==> src/rtl/mem_access_arbiter_if.sv <==
// Shared-RAM access bundle between the control unit, the arbiter and the RAM.
// The master side is the control unit plus RAM; the slave side is the arbiter.
interface mem_access_arbiter_if;
  logic        if_req;
  logic [31:0] if_addr;
  logic        if_moc;
  logic [31:0] if_rdata;
  logic        d_req;
  logic        d_rw;
  logic        d_byte;
  logic [31:0] d_addr;
  logic [31:0] d_wdata;
  logic        d_moc;
  logic [31:0] d_rdata;
  logic        mem_en;
  logic        mem_rw;
  logic        mem_byte;
  logic [31:0] mem_addr;
  logic [31:0] mem_wdata;
  logic [31:0] mem_rdata;
  logic        busy;
  logic        owner;

  modport master (
    output if_req, if_addr, d_req, d_rw, d_byte, d_addr, d_wdata, mem_rdata,
    input  if_moc, if_rdata, d_moc, d_rdata, mem_en, mem_rw, mem_byte,
           mem_addr, mem_wdata, busy, owner
  );

  modport slave (
    input  if_req, if_addr, d_req, d_rw, d_byte, d_addr, d_wdata, mem_rdata,
    output if_moc, if_rdata, d_moc, d_rdata, mem_en, mem_rw, mem_byte,
           mem_addr, mem_wdata, busy, owner
  );
endinterface

==> src/rtl/mem_access_arbiter.sv <==
// Single RAM port shared by instruction fetch and load/store, with a fixed wait-state count.
// Optional MEM_ROUND_ROBIN_EN alternates ownership on ties; default is data-over-fetch priority.
module mem_access_arbiter #(
  parameter int unsigned WAIT_CYCLES = 2
) (
  input  logic Clk,
  input  logic Reset,
  mem_access_arbiter_if.slave bus
);
  typedef enum logic [1:0] {IDLE, ACCESS, DONE} state_t;

  localparam logic [3:0] WAIT_INIT = 4'(WAIT_CYCLES);

  state_t     state;
  logic [3:0] cnt;
  logic       grant_data;

  function automatic logic [31:0] fmt_addr(input logic [31:0] a, input logic byt);
    return byt ? a : {a[31:2], 2'b00};
  endfunction

  function automatic logic [31:0] fmt_byte(input logic [31:0] v, input logic byt);
    return byt ? {24'b0, v[7:0]} : v;
  endfunction

`ifdef MEM_ROUND_ROBIN_EN
  logic last_owner;

  // On a tie the requester that did not own the last completed access wins.
  always_comb grant_data = bus.d_req && (!bus.if_req || !last_owner);

  always_ff @(posedge Clk or posedge Reset) begin
    if (Reset)
      last_owner <= 1'b0;
    else if (state == DONE)
      last_owner <= bus.owner;
  end
`else
  always_comb grant_data = bus.d_req;
`endif

  always_ff @(posedge Clk or posedge Reset) begin
    if (Reset) begin
      state         <= IDLE;
      cnt           <= 4'd0;
      bus.mem_en    <= 1'b0;
      bus.mem_rw    <= 1'b0;
      bus.mem_byte  <= 1'b0;
      bus.mem_addr  <= 32'd0;
      bus.mem_wdata <= 32'd0;
      bus.if_moc    <= 1'b0;
      bus.d_moc     <= 1'b0;
      bus.if_rdata  <= 32'd0;
      bus.d_rdata   <= 32'd0;
      bus.busy      <= 1'b0;
      bus.owner     <= 1'b0;
    end else begin
      unique case (state)
        IDLE: begin
          if (bus.if_req || bus.d_req) begin
            state      <= ACCESS;
            cnt        <= WAIT_INIT;
            bus.mem_en <= 1'b1;
            bus.busy   <= 1'b1;
            bus.owner  <= grant_data;
            if (grant_data) begin
              bus.mem_rw    <= bus.d_rw;
              bus.mem_byte  <= bus.d_byte;
              bus.mem_addr  <= fmt_addr(bus.d_addr, bus.d_byte);
              bus.mem_wdata <= fmt_byte(bus.d_wdata, bus.d_byte);
            end else begin
              bus.mem_rw    <= 1'b1;
              bus.mem_byte  <= 1'b0;
              bus.mem_addr  <= fmt_addr(bus.if_addr, 1'b0);
              bus.mem_wdata <= 32'd0;
            end
          end
        end
        ACCESS: begin
          if (cnt == 4'd0) begin
            state      <= DONE;
            bus.mem_en <= 1'b0;
            if (bus.owner) begin
              bus.d_moc <= 1'b1;
              if (bus.mem_rw)
                bus.d_rdata <= fmt_byte(bus.mem_rdata, bus.mem_byte);
            end else begin
              bus.if_moc   <= 1'b1;
              bus.if_rdata <= bus.mem_rdata;
            end
          end else begin
            cnt <= cnt - 4'd1;
          end
        end
        DONE: begin
          state      <= IDLE;
          bus.if_moc <= 1'b0;
          bus.d_moc  <= 1'b0;
          bus.busy   <= 1'b0;
        end
        default: state <= IDLE;
      endcase
    end
  end
endmodule

==> src/flat_wrapper.sv <==
// flat-port wrapper written by rule: the top's interface ports become plain ports
module mem_access_arbiter_flat 
#(
  parameter int unsigned WAIT_CYCLES = 2
)
  (Clk, Reset, bus_if_req, bus_if_addr, bus_d_req, bus_d_rw, bus_d_byte, bus_d_addr, bus_d_wdata, bus_mem_rdata, bus_if_moc, bus_if_rdata, bus_d_moc, bus_d_rdata, bus_mem_en, bus_mem_rw, bus_mem_byte, bus_mem_addr, bus_mem_wdata, bus_busy, bus_owner);
  mem_access_arbiter_if bus_i ();
  input  logic Clk;
  input  logic Reset;
  input wire logic [$bits(bus_i.if_req)-1:0] bus_if_req;
  input wire logic [$bits(bus_i.if_addr)-1:0] bus_if_addr;
  input wire logic [$bits(bus_i.d_req)-1:0] bus_d_req;
  input wire logic [$bits(bus_i.d_rw)-1:0] bus_d_rw;
  input wire logic [$bits(bus_i.d_byte)-1:0] bus_d_byte;
  input wire logic [$bits(bus_i.d_addr)-1:0] bus_d_addr;
  input wire logic [$bits(bus_i.d_wdata)-1:0] bus_d_wdata;
  input wire logic [$bits(bus_i.mem_rdata)-1:0] bus_mem_rdata;
  output wire logic [$bits(bus_i.if_moc)-1:0] bus_if_moc;
  output wire logic [$bits(bus_i.if_rdata)-1:0] bus_if_rdata;
  output wire logic [$bits(bus_i.d_moc)-1:0] bus_d_moc;
  output wire logic [$bits(bus_i.d_rdata)-1:0] bus_d_rdata;
  output wire logic [$bits(bus_i.mem_en)-1:0] bus_mem_en;
  output wire logic [$bits(bus_i.mem_rw)-1:0] bus_mem_rw;
  output wire logic [$bits(bus_i.mem_byte)-1:0] bus_mem_byte;
  output wire logic [$bits(bus_i.mem_addr)-1:0] bus_mem_addr;
  output wire logic [$bits(bus_i.mem_wdata)-1:0] bus_mem_wdata;
  output wire logic [$bits(bus_i.busy)-1:0] bus_busy;
  output wire logic [$bits(bus_i.owner)-1:0] bus_owner;
  assign bus_i.if_req = bus_if_req;
  assign bus_i.if_addr = bus_if_addr;
  assign bus_i.d_req = bus_d_req;
  assign bus_i.d_rw = bus_d_rw;
  assign bus_i.d_byte = bus_d_byte;
  assign bus_i.d_addr = bus_d_addr;
  assign bus_i.d_wdata = bus_d_wdata;
  assign bus_i.mem_rdata = bus_mem_rdata;
  assign bus_if_moc = bus_i.if_moc;
  assign bus_if_rdata = bus_i.if_rdata;
  assign bus_d_moc = bus_i.d_moc;
  assign bus_d_rdata = bus_i.d_rdata;
  assign bus_mem_en = bus_i.mem_en;
  assign bus_mem_rw = bus_i.mem_rw;
  assign bus_mem_byte = bus_i.mem_byte;
  assign bus_mem_addr = bus_i.mem_addr;
  assign bus_mem_wdata = bus_i.mem_wdata;
  assign bus_busy = bus_i.busy;
  assign bus_owner = bus_i.owner;
  mem_access_arbiter #(.WAIT_CYCLES(WAIT_CYCLES)) u_core (.Clk(Clk), .Reset(Reset), .bus(bus_i));
endmodule
==> config.mk <==
export PLATFORM = sky130hd
export DESIGN_NAME = mem_access_arbiter_flat
export DESIGN_NICKNAME = d
export VERILOG_FILES = /design/src/rtl/mem_access_arbiter_if.sv /design/src/rtl/mem_access_arbiter.sv /design/src/flat_wrapper.sv
export SDC_FILE = /design/constraint.sdc
export NUM_CORES = 1
export LEC_CHECK = 0
export CAP_MARGIN = 40
export CORE_MARGIN = 2
export CORE_UTILIZATION = 42
export DETAILED_ROUTE_END_ITERATION = 8
export GPL_TIMING_DRIVEN = 0
export HOLD_SLACK_MARGIN = 0.02
export MAX_ROUTING_LAYER = met4
export PLACE_DENSITY = 0.91
export SLEW_MARGIN = 20
export SYNTH_ARGS = -nofsm -noshare
export SYNTH_HDL_FRONTEND = slang
export SYNTH_SLANG_ARGS = --single-unit
==> constraint.sdc <==
create_clock -name Clk -period 6.5 [get_ports Clk]
set_clock_uncertainty 0.1 [all_clocks]
set_input_delay 1.3 -clock Clk [delete_from_list [all_inputs] [get_ports Clk]]
set_output_delay 1.3 -clock Clk [all_outputs]
set_load 0.005 [all_outputs]
==> run_results.csv <==
group,metric,value,unit
run_status,status,"finished clean",
timing,post-route-min-period,2.90,ns
drt,top_layer_used,"met4",
final_layout,num-nets-final,931,
worst_setup_path,cp_data_arrival_time,1.50,ns
timing,finalSetupViolations,0,
power_and_ir_drop,p_int,2.98,mW
synth,synth_mux_area_share,13.0,%
worst_setup_path,crit_start,"u_core.bus.owner",
synth,async_flop_share,100,%
final_layout,regArea,0.00353,mm^2
drt,drtPass1Iterations,4,
clocking,cts-htree-levels,4,
place,dp_hpwl,13.5,mm
drt,routed_wl,17.4,mm
drt,drcViolationCount,0,
timing,max_freq,344,MHz
min_path,hold_class,"register to register",
worst_setup_path,slowest_stage,"clkdlybuf4s50_1",
worst_setup_path,worst-path-buf-inv,1,
synth,synth_area_leaders,"dfrtp_1 (59%), mux2_2 (7.1%), mux2i_1 (5.5%)",
worst_setup_path,r2r-start,"u_core.state[1]",
clocking,postCtsHoldBufs,0,
clocking,cts_resized,0,
power_and_ir_drop,p_per_area,460,mW/mm^2
global_route,grt_pass1_vias,5139,
timing,worstMarginPinSlew,0.653,ns
power_and_ir_drop,p_switching,1.38,mW
global_route,grt_usage,23.8,%
synth,yosysWarnings,0,
clocking,postCtsSetupBuffers,0,
synth,synth_area_per_cell,11.9,um^2
timing,drv_slew,0,
synth,synth_compound_area_share,10.6,%
final_layout,multi_input_area,0.00221,mm^2
die,initial_core_util,43.2,%
synth,yosysTopAreaCell,"dfrtp_1",
synth,synth_area,0.00601,mm^2
global_route,grt_pass1_wl,26.4,mm
final_layout,drive_gt1_share,12.8,%
clocking,clkSinkCount,141,
die,ios,269,
power_and_ir_drop,power,4.36,mW
power_and_ir_drop,seqPwrFrac,35.6,%
synth,synthTopCellsByCount,"dfrtp_1 (141), nand2_1 (83), o21ai_0 (46), mux2_2 (38), mux2i_1 (33)",
drt,vias,5012,
synth,synth_cells,506,
power_and_ir_drop,swShare,31.6,%
worst_setup_path,crit_required,5.10,ns
drt,vias_per_cell,5.10,
timing,hold_viol_final,0,
drt,first_iter_violations,223,
final_layout,area_growth,57.6,%
drt,wl_met3,1.16,mm
synth,synth_xor_xnor_area_share,0,%
die,dieArea,0.0153,mm^2
final_layout,n_antenna_cell,0,
timing,maxSlewHeadroom,56.5,%
place,port_buffers,265,
synth,ys_types,38,
clocking,clk_latency,0.41,ns
place,routabilityCongestion,0.857,
final_layout,n_fill_cell,1028,
synth,synthFlopType,"dfrtp_1",
worst_setup_path,cp-end-kind,"primary output",
synth,synth.most_common_cell,"dfrtp_1",
worst_setup_path,critical-path-top-delay-family,"buffers and inverters",
die,core_area,0.0139,mm^2
power_and_ir_drop,ir_worst_vdd,215,uV
clocking,cts-root-buf,"clkbuf_16",
power_and_ir_drop,leakagePower,4.17,nW
clocking,clockBufferDepth,2,
die,rows,43,
die,die_y,124,um
synth,synth_fa_ha_area_share,1.25,%
drt,ant_nets,0,
clocking,cts_buffers,17,
worst_setup_path,cp-start-kind,"register",
clocking,clk_pin_slew,0.06,ns
worst_setup_path,path_max_fanout,6,
clocking,tritoncts,"yes",
power_and_ir_drop,pwr-share-comb,43.3,%
synth,synth_edf_count,0,
synth,synth_seq_cells,141,
drt,wl_met2,9.09,mm
synth,synthSimpleGateAreaFrac,12.0,%
synth,synth_top_area_share,58.7,%
timing,fin_tns_setup,0,ns
synth,syn_nets,646,
power_and_ir_drop,clock_power_share,21.1,%
drt,wl_met1,6.49,mm
global_route,grt_overflow,0,
min_path,min-delay-start,"u_core.bus.mem_wdata[1]",
worst_setup_path,critPathKind,"register to primary output",
timing,setup_ws,3.60,ns
job,cap_violations,0,
timing,rsz0062_at_grt,"false",
worst_setup_path,critical_path.cell_chain,"clkdlybuf4s50_1",
global_route,antenna_found_initial,0,
synth,ys_seq_area_share,58.7,%
global_route,grt_max_degree,74,
place,place_worst_setup_slack,3.70,ns
synth,synth_top_family_by_area,"multiplexers",
die,fp.dieW,124,um
worst_setup_path,slowest_delay,0.58,ns
timing,finalCritPeriodShare,44.7,%
drt,wire_per_inst,17.8,um
==> final timing paths <==
check / to / slack (ns) / cells after the start
setup / recovery: bus_owner / 3.60 / 1
hold / removal: u_core.bus.mem_wdata[1] / 0.36 / 2
setup reg to reg: u_core.bus.d_rdata[5] / 4.49 / 7
hold reg to reg: u_core.bus.mem_wdata[1] / 0.36 / 2
max in group asynchronous: u_core.bus.if_moc / 4.36 / 3
min in group asynchronous: u_core.bus.d_rdata[0] / 1.22 / 2
==> stage by stage <==
stage	util [%]	area [um^2]	cells	hold WS (ns)
3_3_place_gp	63.8	8890	951	0.350
3_5_place_dp	64.1	8930	952	0.359
4_1_cts	68.0	9480	982	0.371
2_1_floorplan	-	6010	506	0.360
5_1_grt	68.0	9480	982	0.400
6_report	68.0	9480	982	0.363
==> final cells by class <==
cell class	count	share of cell area (%)
plain buffers	34	2.43
clock buffers	18	4.53
clock inverters	12	1.31
inverters	11	0.515
multi-input cells	320	23.4
flip-flops and latches	141	37.2
well taps	180	2.38
repair buffers	266	28.3
==> metal layers <==
metal  global-route usage, %  up-vias
met1                    25.7     2411
met4                    11.9        0
li1                        -     2346
met2                    40.9      215
met5                       -        -
met3                    5.86       40
==> registers in the layout, summed over array words and instances (netlist names), 2 cells and up <==
signal,cells
u_core.bus.d_rdata,32
u_core.state,2
u_core.bus.mem_wdata,32
u_core.cnt,4
u_core.bus.if_rdata,32
u_core.bus.mem_addr,32
==> kinds of logic (layout without fill, tap and decap cells) <==
family / Yosys count / after routing
compound gates: 103 / 103
buf+inv: 45 / 341
flops: 141 / 141
mux: 73 / 73
fa+ha+maj: 6 / 6
simple gates: 138 / 138
==> cell usage in the layout (no fill, tap or decap), types with 2 or more instances in the layout <==
| cell | netlist | layout |
|---|---|---|
| a21oi_1 | 9 | 9 |
| a22o_1 | 24 | 24 |
| buf_2 | 11 | 11 |
| buf_4 | 3 | 3 |
| buf_6 | 10 | 10 |
| bufinv_16 | 0 | 2 |
| clkbuf_1 | 8 | 9 |
| clkbuf_16 | 0 | 17 |
| clkbuf_2 | 2 | 2 |
| clkdlybuf4s50_1 | 0 | 265 |
| clkinv_2 | 0 | 6 |
| clkinv_4 | 0 | 2 |
| dfrtp_1 | 141 | 141 |
| ha_1 | 6 | 6 |
| inv_1 | 11 | 10 |
| mux2_1 | 2 | 2 |
| mux2_2 | 38 | 38 |
| mux2i_1 | 33 | 33 |
| nand2_1 | 83 | 83 |
| nand3_1 | 15 | 15 |
| nand3b_1 | 24 | 24 |
| nor2_1 | 3 | 3 |
| nor2_4 | 2 | 2 |
| nor4_1 | 2 | 2 |
| o211ai_1 | 2 | 2 |
| o21ai_0 | 46 | 46 |
| o21ai_1 | 14 | 14 |
| o22ai_1 | 2 | 2 |
==> power by group through the flow <==
stage / clock (mW) / sequential, mW / combinational, mW
after floorplan: 0 / 1.56 / 0.729
after global placement: 0 / 1.54 / 1.84
after detailed placement: 0 / 1.56 / 1.90
after CTS: 0.929 / 1.55 / 1.91
after global routing: 0.967 / 1.60 / 2.06
final: 0.919 / 1.55 / 1.88
(Power assumes the default switching activity.)
